--- src/rtl/mem_arb_pkg.sv ---
// Shared types and encodings for the memory-port arbiter.
// State encoding and grant encoding are shared by the top and its beat counter.
package mem_arb_pkg;

   typedef enum logic [1:0] {
      IDLE  = 2'd0,
      REQ   = 2'd1,
      WDATA = 2'd2,
      RRESP = 2'd3
   } state_e;

   localparam logic GNT_IC = 1'b0;
   localparam logic GNT_DC = 1'b1;

   // Width of a counter able to index BEATS beats (at least one bit).
   function automatic int cnt_width(input int beats);
      return (beats > 1) ? $clog2(beats) : 1;
   endfunction

endpackage

--- src/rtl/mem_arb_beat_counter.sv ---
// Beat counter for one burst: clear, increment, and a flag on the final beat.
// Wraps to zero after the final beat so it never holds a value beyond BEATS-1.
module mem_arb_beat_counter
   import mem_arb_pkg::*;
#(
   parameter  int BEATS = 4,
   localparam int CW    = cnt_width(BEATS)
) (
   input  logic          clk,
   input  logic          reset,
   input  logic          clr_i,
   input  logic          inc_i,
   output logic [CW-1:0] cnt_o,
   output logic          last_o
);

   logic [CW-1:0] cnt_q, cnt_d;

   assign last_o = (cnt_q == CW'(BEATS - 1));
   assign cnt_o  = cnt_q;

   // Next count: clear wins over increment; the final beat wraps to zero.
   always_comb begin
      // NOTE: assign a default first so every path drives cnt_d and no latch is inferred.
      cnt_d = cnt_q;
      if (clr_i) begin
         cnt_d = '0;
      end else if (inc_i) begin
         cnt_d = last_o ? '0 : cnt_q + 1'b1;
      end
   end

   // Count register.
   always_ff @(posedge clk or negedge reset) begin
      // NOTE: non-blocking assignments here so every flop samples pre-edge values.
      if (!reset) cnt_q <= '0;
      else        cnt_q <= cnt_d;
   end

endmodule

--- src/rtl/mem_arbiter.sv ---
// Arbiter sharing the off-chip memory port between icache and dcache.
// One transaction at a time; the grant is held across the request handshake
// and every write-data or read-response beat of the burst.
// Build option: define MEM_ARB_ROUND_ROBIN_EN to let a contested grant go to
// the client not served last; otherwise dcache always beats icache.
module mem_arbiter
   import mem_arb_pkg::*;
#(
   parameter int ADDR_BITS = 28,
   parameter int DATA_BITS = 128,
   parameter int BEATS     = 4
) (
   input  logic                   clk,
   input  logic                   reset,
   // icache client
   input  logic                   ic_req_val,
   output logic                   ic_req_rdy,
   input  logic [ADDR_BITS-1:0]   ic_req_addr,
   input  logic                   ic_req_rw,
   input  logic                   ic_req_data_valid,
   output logic                   ic_req_data_ready,
   input  logic [DATA_BITS-1:0]   ic_req_data_bits,
   input  logic [DATA_BITS/8-1:0] ic_req_data_mask,
   output logic                   ic_resp_val,
   // dcache client
   input  logic                   dc_req_val,
   output logic                   dc_req_rdy,
   input  logic [ADDR_BITS-1:0]   dc_req_addr,
   input  logic                   dc_req_rw,
   input  logic                   dc_req_data_valid,
   output logic                   dc_req_data_ready,
   input  logic [DATA_BITS-1:0]   dc_req_data_bits,
   input  logic [DATA_BITS/8-1:0] dc_req_data_mask,
   output logic                   dc_resp_val,
   // shared response data
   output logic [DATA_BITS-1:0]   resp_data,
   // memory side
   output logic                   mem_req_val,
   input  logic                   mem_req_rdy,
   output logic [ADDR_BITS-1:0]   mem_req_addr,
   output logic                   mem_req_rw,
   output logic                   mem_req_data_valid,
   input  logic                   mem_req_data_ready,
   output logic [DATA_BITS-1:0]   mem_req_data_bits,
   output logic [DATA_BITS/8-1:0] mem_req_data_mask,
   input  logic                   mem_resp_val,
   input  logic [DATA_BITS-1:0]   mem_resp_data
);

   localparam int CW = cnt_width(BEATS);

   state_e        state_q, state_d;
   logic          gnt_q, gnt_d;
   logic          gnt_pick;
   logic          cnt_clr, cnt_inc, cnt_last;
   logic [CW-1:0] cnt;
   logic          any_req;
   logic          sel_dc;

   assign any_req = ic_req_val | dc_req_val;
   assign sel_dc  = (gnt_q == GNT_DC);

`ifdef MEM_ARB_ROUND_ROBIN_EN
   logic last_gnt_q, last_gnt_d;

   assign gnt_pick = (ic_req_val && dc_req_val) ? ~last_gnt_q
                   : (dc_req_val ? GNT_DC : GNT_IC);

   // Remember whoever was granted on each entry to REQ.
   always_comb begin
      last_gnt_d = last_gnt_q;
      if (state_q == IDLE && any_req) last_gnt_d = gnt_pick;
   end

   // Last-grant register; after reset icache counts as served last.
   always_ff @(posedge clk or negedge reset) begin
      if (!reset) last_gnt_q <= GNT_IC;
      else        last_gnt_q <= last_gnt_d;
   end
`else
   assign gnt_pick = dc_req_val ? GNT_DC : GNT_IC;
`endif

   // Address/data muxes follow the latched grant; qualifiers gate them.
   assign mem_req_addr      = sel_dc ? dc_req_addr      : ic_req_addr;
   assign mem_req_rw        = sel_dc ? dc_req_rw        : ic_req_rw;
   assign mem_req_data_bits = sel_dc ? dc_req_data_bits : ic_req_data_bits;
   assign mem_req_data_mask = sel_dc ? dc_req_data_mask : ic_req_data_mask;
   assign resp_data         = mem_resp_data;

   mem_arb_beat_counter #(.BEATS(BEATS)) u_beat_cnt (
      .clk    (clk),
      .reset  (reset),
      .clr_i  (cnt_clr),
      .inc_i  (cnt_inc),
      .cnt_o  (cnt),
      .last_o (cnt_last)
   );

   // Next-state, grant latch and handshake routing.
   always_comb begin
      state_d            = state_q;
      gnt_d              = gnt_q;
      cnt_clr            = 1'b0;
      cnt_inc            = 1'b0;
      mem_req_val        = 1'b0;
      mem_req_data_valid = 1'b0;
      ic_req_rdy         = 1'b0;
      dc_req_rdy         = 1'b0;
      ic_req_data_ready  = 1'b0;
      dc_req_data_ready  = 1'b0;
      ic_resp_val        = 1'b0;
      dc_resp_val        = 1'b0;
      case (state_q)
         IDLE: begin
            if (any_req) begin
               gnt_d   = gnt_pick;
               state_d = REQ;
            end
         end
         REQ: begin
            mem_req_val = 1'b1;
            ic_req_rdy  = !sel_dc && mem_req_rdy;
            dc_req_rdy  =  sel_dc && mem_req_rdy;
            if (mem_req_rdy) begin
               cnt_clr = 1'b1;
               state_d = mem_req_rw ? WDATA : RRESP;
            end
         end
         WDATA: begin
            mem_req_data_valid = sel_dc ? dc_req_data_valid : ic_req_data_valid;
            ic_req_data_ready  = !sel_dc && mem_req_data_ready;
            dc_req_data_ready  =  sel_dc && mem_req_data_ready;
            if (mem_req_data_valid && mem_req_data_ready) begin
               if (cnt_last) begin
                  cnt_clr = 1'b1;
                  state_d = IDLE;
               end else begin
                  cnt_inc = 1'b1;
               end
            end
         end
         RRESP: begin
            ic_resp_val = !sel_dc && mem_resp_val;
            dc_resp_val =  sel_dc && mem_resp_val;
            if (mem_resp_val) begin
               cnt_inc = 1'b1;
               if (cnt_last) state_d = IDLE;
            end
         end
         default: state_d = IDLE;
      endcase
   end

   // State and grant registers.
   always_ff @(posedge clk or negedge reset) begin
      if (!reset) begin
         state_q <= IDLE;
         gnt_q   <= GNT_IC;
      end else begin
         state_q <= state_d;
         gnt_q   <= gnt_d;
      end
   end

   // The granted client must keep req_val up until its request is accepted.
   a_req_held : assert property (@(posedge clk) disable iff (!reset)
      (state_q == REQ) |-> (sel_dc ? dc_req_val : ic_req_val));

endmodule

--- config.mk ---
export PLATFORM = sky130hd
export DESIGN_NAME = mem_arbiter
export DESIGN_NICKNAME = d
export VERILOG_FILES = /design/src/rtl/mem_arb_pkg.sv /design/src/rtl/mem_arb_beat_counter.sv /design/src/rtl/mem_arbiter.sv
export SDC_FILE = /design/constraint.sdc
export NUM_CORES = 1
export LEC_CHECK = 0
export ABC_AREA = 1
export ABC_CLOCK_PERIOD_IN_PS = 2000
export CORE_AREA = 4 4 306 308
export DETAILED_ROUTE_END_ITERATION = 12
export DIE_AREA = 0 0 310 312
export PLACE_DENSITY_LB_ADDON = 0.3
export SETUP_SLACK_MARGIN = 0.2
export SLEW_MARGIN = 0
export SYNTH_ARGS = -nofsm -noshare
export SYNTH_HDL_FRONTEND = slang
export SYNTH_SLANG_ARGS = --single-unit
--- constraint.sdc ---
create_clock -name clk -period 2 [get_ports clk]
set_input_delay 0.4 -clock clk [delete_from_list [all_inputs] [get_ports clk]]
set_output_delay 0.4 -clock clk [all_outputs]
set_load 0.005 [all_outputs]
# Word level (Yosys, flattened, before mapping)
# Cells that the tools add are included.
# totals
regBits,5
in_bits,483
elab_cells,57
# classes
addsub,1
eq_ne,8
muxes,32
bitwise_logic,1
reduce_logical,12
# ops
cell,count
2-to-1 mux 128 bit,1
2-to-1 mux 28 bit,1
2-to-1 mux 1 bit,18
2-to-1 mux 16 bit,1
2-to-1 mux 2 bit,8
"!= test 2 bit, second input constant",4
one-hot mux 2 bit (4 select lines),1
logical AND 1 bit,7
"== test 2 bit, second input constant",3
one-hot mux 1 bit (2 select lines),2
AND reduction 4 bit,1
"adder 2 x 1 -> 2 bit, second input constant",1
"== test 2 x 1 -> 1 bit, second input constant",1
logical NOT 2 bit,1
AND reduction 2 bit,1
nonzero test 2 bit,1
logical NOT 1 bit,1
OR 1 bit,1

# Longest topological paths before layout
# logic_depth
ltp_word,6
mapped_depth,9

# By module
# A second synthesis with hierarchy kept.
# unflattened
hier_cells,753
area_unflattened_um2,3604.7
# modules_own_cells
mod,instances,cells_per_inst,area_each_um2,seq_area_each_um2
mem_arbiter,1,741,3503.4,75.1
mem_arb_beat_counter,1,12,101.3,50.0

# Least setup slack after synthesis
# No wires, ideal clock.
# synth_path
path_kind,flip-flop to output port
startpoint,reg gnt_q
endpoint,out mem_req_addr[12]
t_arrival_ns,0.953
required_ns,1.600
path_slack_ns,0.647
stages_incl_launch_ff,7
path_buffers,3
path_cell_list,dfrtp_1 -> buf_6 -> inv_4 -> buf_4 -> buf_4 -> nand2_1 -> nand2_1
# synth_between
elab_chain_len,1
# synth_lines
element,line,rtl
"start, declared",mem_arbiter.sv:53,"logic gnt_q, gnt_d;"
"start signal, assigned",mem_arbiter.sv:162,gnt_q <= gnt_d;
2-to-1 mux 28 bit,mem_arbiter.sv:85,assign mem_req_addr = sel_dc ? dc_req_addr : ic_req_addr;
"end, declared",mem_arbiter.sv:40,"output logic [ADDR_BITS-1:0] mem_req_addr,"
# Every way passes these cells.

# Worst setup path in the final report
# layout_path
startpoint,reg gnt_q
endpoint,out mem_req_data_bits[101]
# layout_between
elab_chain_len,1
# layout_lines
element,line,rtl
2-to-1 mux 128 bit,mem_arbiter.sv:87,assign mem_req_data_bits = sel_dc ? dc_req_data_bits : ic_req_data_bits;
"end, declared",mem_arbiter.sv:44,"output logic [DATA_BITS-1:0] mem_req_data_bits,"
# Every way passes these cells.

==> results.json <==
{
  "status": "complete, but fails checks",
  "violations": "negative setup slack",
  "sequentialPowerShare": 0.016,
  "highest_fanout_seen_on_the_critical_path": 7,
  "maxSlewHeadroom": 0.827,
  "cts_made_buffers": 3,
  "switching_power_w": 0.00665,
  "gp_congestion": 0.749,
  "grt.overflow.total": 0,
  "hold_viol_final": 0,
  "clk_path_buf_depth": 2,
  "holdCritPathClass": "in -> async",
  "crit_type": "reg -> out",
  "drt_pass_1_iters": 4,
  "num_rows": 111,
  "postLayoutCellArea_sq_um": 12900,
  "max_clock_freq_ghz": 0.454,
  "cellInternalPower_w": 0.00907,
  "synth.lib_cells_used.distinct": 21,
  "pwrdens_nw_per_um2": 1220,
  "detail_route.wirelength_mm": 38.1,
  "die-width_microns": 310,
  "power.clock.fraction": 0.021,
  "average_wire_per_standard_cell_microns": 15.1,
  "syn_inst": 757,
  "synth_seq_cells": 5,
  "timing.critical_path.to": "mem_req_data_bits[101]",
  "synth_area_sq_um": 3650,
  "cts_htree_levels": 1,
  "tritoncts": "built",
  "switching_share": 0.423,
  "power.combinational.fraction": 0.963,
  "worst_setup_startpoint": "gnt_q",
  "max_slew.worst_pin.slew_ns": 0.259,
  "power_leakage_nw": 6.02,
  "dr.first_iter.drc_count": 161,
  "via_count_of_the_first_global_routing_pass": 6983,
  "clock_tree.root_cell": "sky130_fd_sc_hd__clkbuf_16",
  "synth_area_per_cell_sq_um": 4.82,
  "ctsHoldBuffers": 0,
  "finalCritPeriodShare": 1.10,
  "worst-endpoint-required_ns": 1.60,
  "rsz_0062_raised_after_global_routing": "true",
  "synth_area_leaders": "sky130_fd_sc_hd__nand2_1 (55%), sky130_fd_sc_hd__buf_4 (30%), sky130_fd_sc_hd__dfrtp_1 (3.4%)",
  "min_period_ns": 2.20,
  "grt_first_pass_wirelength_mm": 46.7,
  "num-fill-cells": 10500,
  "vias": 6791,
  "post-synth-top-area-cell": "sky130_fd_sc_hd__nand2_1",
  "synthesis.yosys.warnings": 0,
  "num_io_pins": 792,
  "finish.net_count": 1818,
  "grt_start_max_net_pins": 20,
  "post_synth_net_total": 1247,
  "ratio_of_routed_vias_to_standard_cells": 2.70,
  "setup_violations": 108,
  "setup_slack_ns": -0.204,
  "tritoncts_num_sinks": 5,
  "grt.total_usage": 0.0673,
  "synth_top_area_share": 0.551,
  "worst-r2r-setup-slack_ns": 0.22,
  "initial_utilization": 0.0401,
  "clock_pin_slew_worst_setup_and_hold_paths_ns": 0.04,
  "core_region_area_sq_um": 91100,
  "crit-reg2reg-capture": "u_beat_cnt.cnt_o[1]",
  "area_delta_synth_final_pct": 253,
  "final_layout_size_suffix_gt1_frac": 0.480,
  "die_area_sq_um": 96700,
  "cp.arrival_ns": 1.80,
  "drv_slew": 0,
  "max_cap_viol_count": 0,
  "die-height_microns": 312,
  "crit_path_end_kind": "output port",
  "antenna_left": 0,
  "drc": 0,
  "finClkSkew_ns": 0.00314,
  "worstSkewPairLatency_ns": 0.23,
  "place_ws_ns": -0.222,
  "max-vdd-ir-drop_mv": 0.559,
  "worstRegToRegCells": 12,
  "num_antenna_cells": 0,
  "dpl.hpwl_mm": 27.7,
  "synth_seq_area_share": 0.0343,
  "regToRegStartpoint": "gnt_q",
  "worst_setup_path_start_kind": "flip-flop",
  "buffer_ports.inserted": 535,
  "placedInstanceArea_sq_um": 9800,
  "number_of_antenna_violations_at_the_first_check_in_global_routing": 3
}
==> timing repair <==
item                                    in CTS  in global routing
setup buffers                               76                 55
pin swaps                                   39                 84
resized for setup                          714                474
cloned                                      15                  6
endpoints found under the setup margin     181                184
==> cell usage after synthesis <==
cell type                    n
sky130_fd_sc_hd__a21boi_0    1
sky130_fd_sc_hd__clkbuf_1    1
sky130_fd_sc_hd__buf_6       1
sky130_fd_sc_hd__a22o_1      1
sky130_fd_sc_hd__dfrtp_1     5
sky130_fd_sc_hd__nor2_1     17
sky130_fd_sc_hd__inv_4       1
sky130_fd_sc_hd__o21ai_1     1
sky130_fd_sc_hd__o22ai_1     1
sky130_fd_sc_hd__nand2_2     3
sky130_fd_sc_hd__o21ai_0     1
sky130_fd_sc_hd__buf_2      18
sky130_fd_sc_hd__inv_1       7
sky130_fd_sc_hd__nand3_2     2
sky130_fd_sc_hd__ha_1        7
sky130_fd_sc_hd__nand2_1   536
sky130_fd_sc_hd__buf_4     147
sky130_fd_sc_hd__nand2_4     2
sky130_fd_sc_hd__a21oi_1     1
sky130_fd_sc_hd__or2_2       1
sky130_fd_sc_hd__nand3_1     3
==> critical path, cell delays in order (launching register included) <==
cell                      delay (ns)
sky130_fd_sc_hd__dfrtp_4        0.54
sky130_fd_sc_hd__buf_4          0.18
sky130_fd_sc_hd__buf_12         0.14
sky130_fd_sc_hd__buf_12         0.14
sky130_fd_sc_hd__buf_16         0.14
sky130_fd_sc_hd__buf_4          0.15
sky130_fd_sc_hd__nand2_1        0.08
sky130_fd_sc_hd__nand2_2        0.08
sky130_fd_sc_hd__buf_6          0.12
==> stage by stage <==
stage / hold WS, ns / TNS (ns) / utilization / std cells / total power [W]
5_1_grt: 0.443 / -15.74 / 0.142 / 2513 / 0.0169
6_report: 0.409 / -8.94 / 0.142 / 2513 / 0.0157
4_1_cts: 0.423 / -16.64 / 0.125 / 2452 / 0.0132
3_3_place_gp: 0.526 / -8.03 / 0.108 / 2357 / 0.00936
3_5_place_dp: 0.526 / -7.36 / 0.108 / 2357 / 0.00921
2_1_floorplan: 0.104 / 0 / - / 757 / 0.00351
==> layer usage <==
metal | vias to the layer above | GRT usage | wire [microns] | share of wire
met4 | 10 | 0.0164 | 974 | 0.026
met3 | 36 | 0.0360 | 5440 | 0.14
met5 | - | 0.0106 | 182 | 0.0048
met1 | 2911 | 0.0610 | 12200 | 0.32
li1 | 3268 | - | - | -
met2 | 566 | 0.129 | 19300 | 0.51
==> layout make-up <==
class	count	area (sq um)	share of cell area
repair buffers	733	7750	0.601
multi-input cells	577	3410	0.265
well taps	1186	1480	0.115
flip-flops and latches	5	129	0.00999
clock buffers	4	78.8	0.00611
inverters	8	42.5	0.00330
==> power groups by stage <==
stage,logic (W),registers (W),clock network (W)
6_report,0.0151,0.000248,0.000330
5_1_grt,0.0163,0.000259,0.000339
4_1_cts,0.0126,0.000257,0.000335
3_5_place_dp,0.00898,0.000228,0
3_3_place_gp,0.00913,0.000226,0
2_1_floorplan,0.00331,0.000192,0
==> flip-flops by register name (all words and copies together) (netlist names) <==
name and cells:
state_q 2, u_beat_cnt.cnt_o 2, gnt_q 1
==> layout by cell type (no fill, tap or decap), types with 2 or more instances in the layout <==
master / instances
sky130_fd_sc_hd__inv_1: 7
sky130_fd_sc_hd__buf_4: 35
sky130_fd_sc_hd__buf_2: 87
sky130_fd_sc_hd__nand2_4: 94
sky130_fd_sc_hd__nand2_8: 2
sky130_fd_sc_hd__dfrtp_1: 4
sky130_fd_sc_hd__dlymetal6s2s_1: 4
sky130_fd_sc_hd__clkdlybuf4s50_1: 354
sky130_fd_sc_hd__nor2_2: 2
sky130_fd_sc_hd__clkbuf_16: 8
sky130_fd_sc_hd__buf_16: 19
sky130_fd_sc_hd__clkdlybuf4s15_2: 2
sky130_fd_sc_hd__buf_8: 22
sky130_fd_sc_hd__nand2_1: 289
sky130_fd_sc_hd__clkbuf_2: 31
sky130_fd_sc_hd__buf_12: 40
sky130_fd_sc_hd__dlygate4sd2_1: 3
sky130_fd_sc_hd__nand2_2: 156
sky130_fd_sc_hd__buf_6: 130
sky130_fd_sc_hd__ha_1: 6
sky130_fd_sc_hd__nand3_1: 2
sky130_fd_sc_hd__nand3_2: 3
sky130_fd_sc_hd__nor2_1: 14
==> cell families after synthesis <==
logic type / share of synthesized area
fa+ha+maj: 0.0240
simple gates: 0.591
flops: 0.0343
buf+inv: 0.340
compound gates: 0.0103
==> how the worst min path moves through the flow <==
stage                     from    endpoint  slack [ns]  cells after the start
floorplan                reset       gnt_q        0.10                      0
global placement    state_q[1]  state_q[1]        0.53                      2
detailed placement  state_q[1]  state_q[1]        0.53                      2
CTS                      reset  state_q[0]        0.42                      1
global route             reset  state_q[0]        0.44                      1
finish                   reset  state_q[0]        0.41                      1
Note: power is estimated with default switching activity, not from simulation.
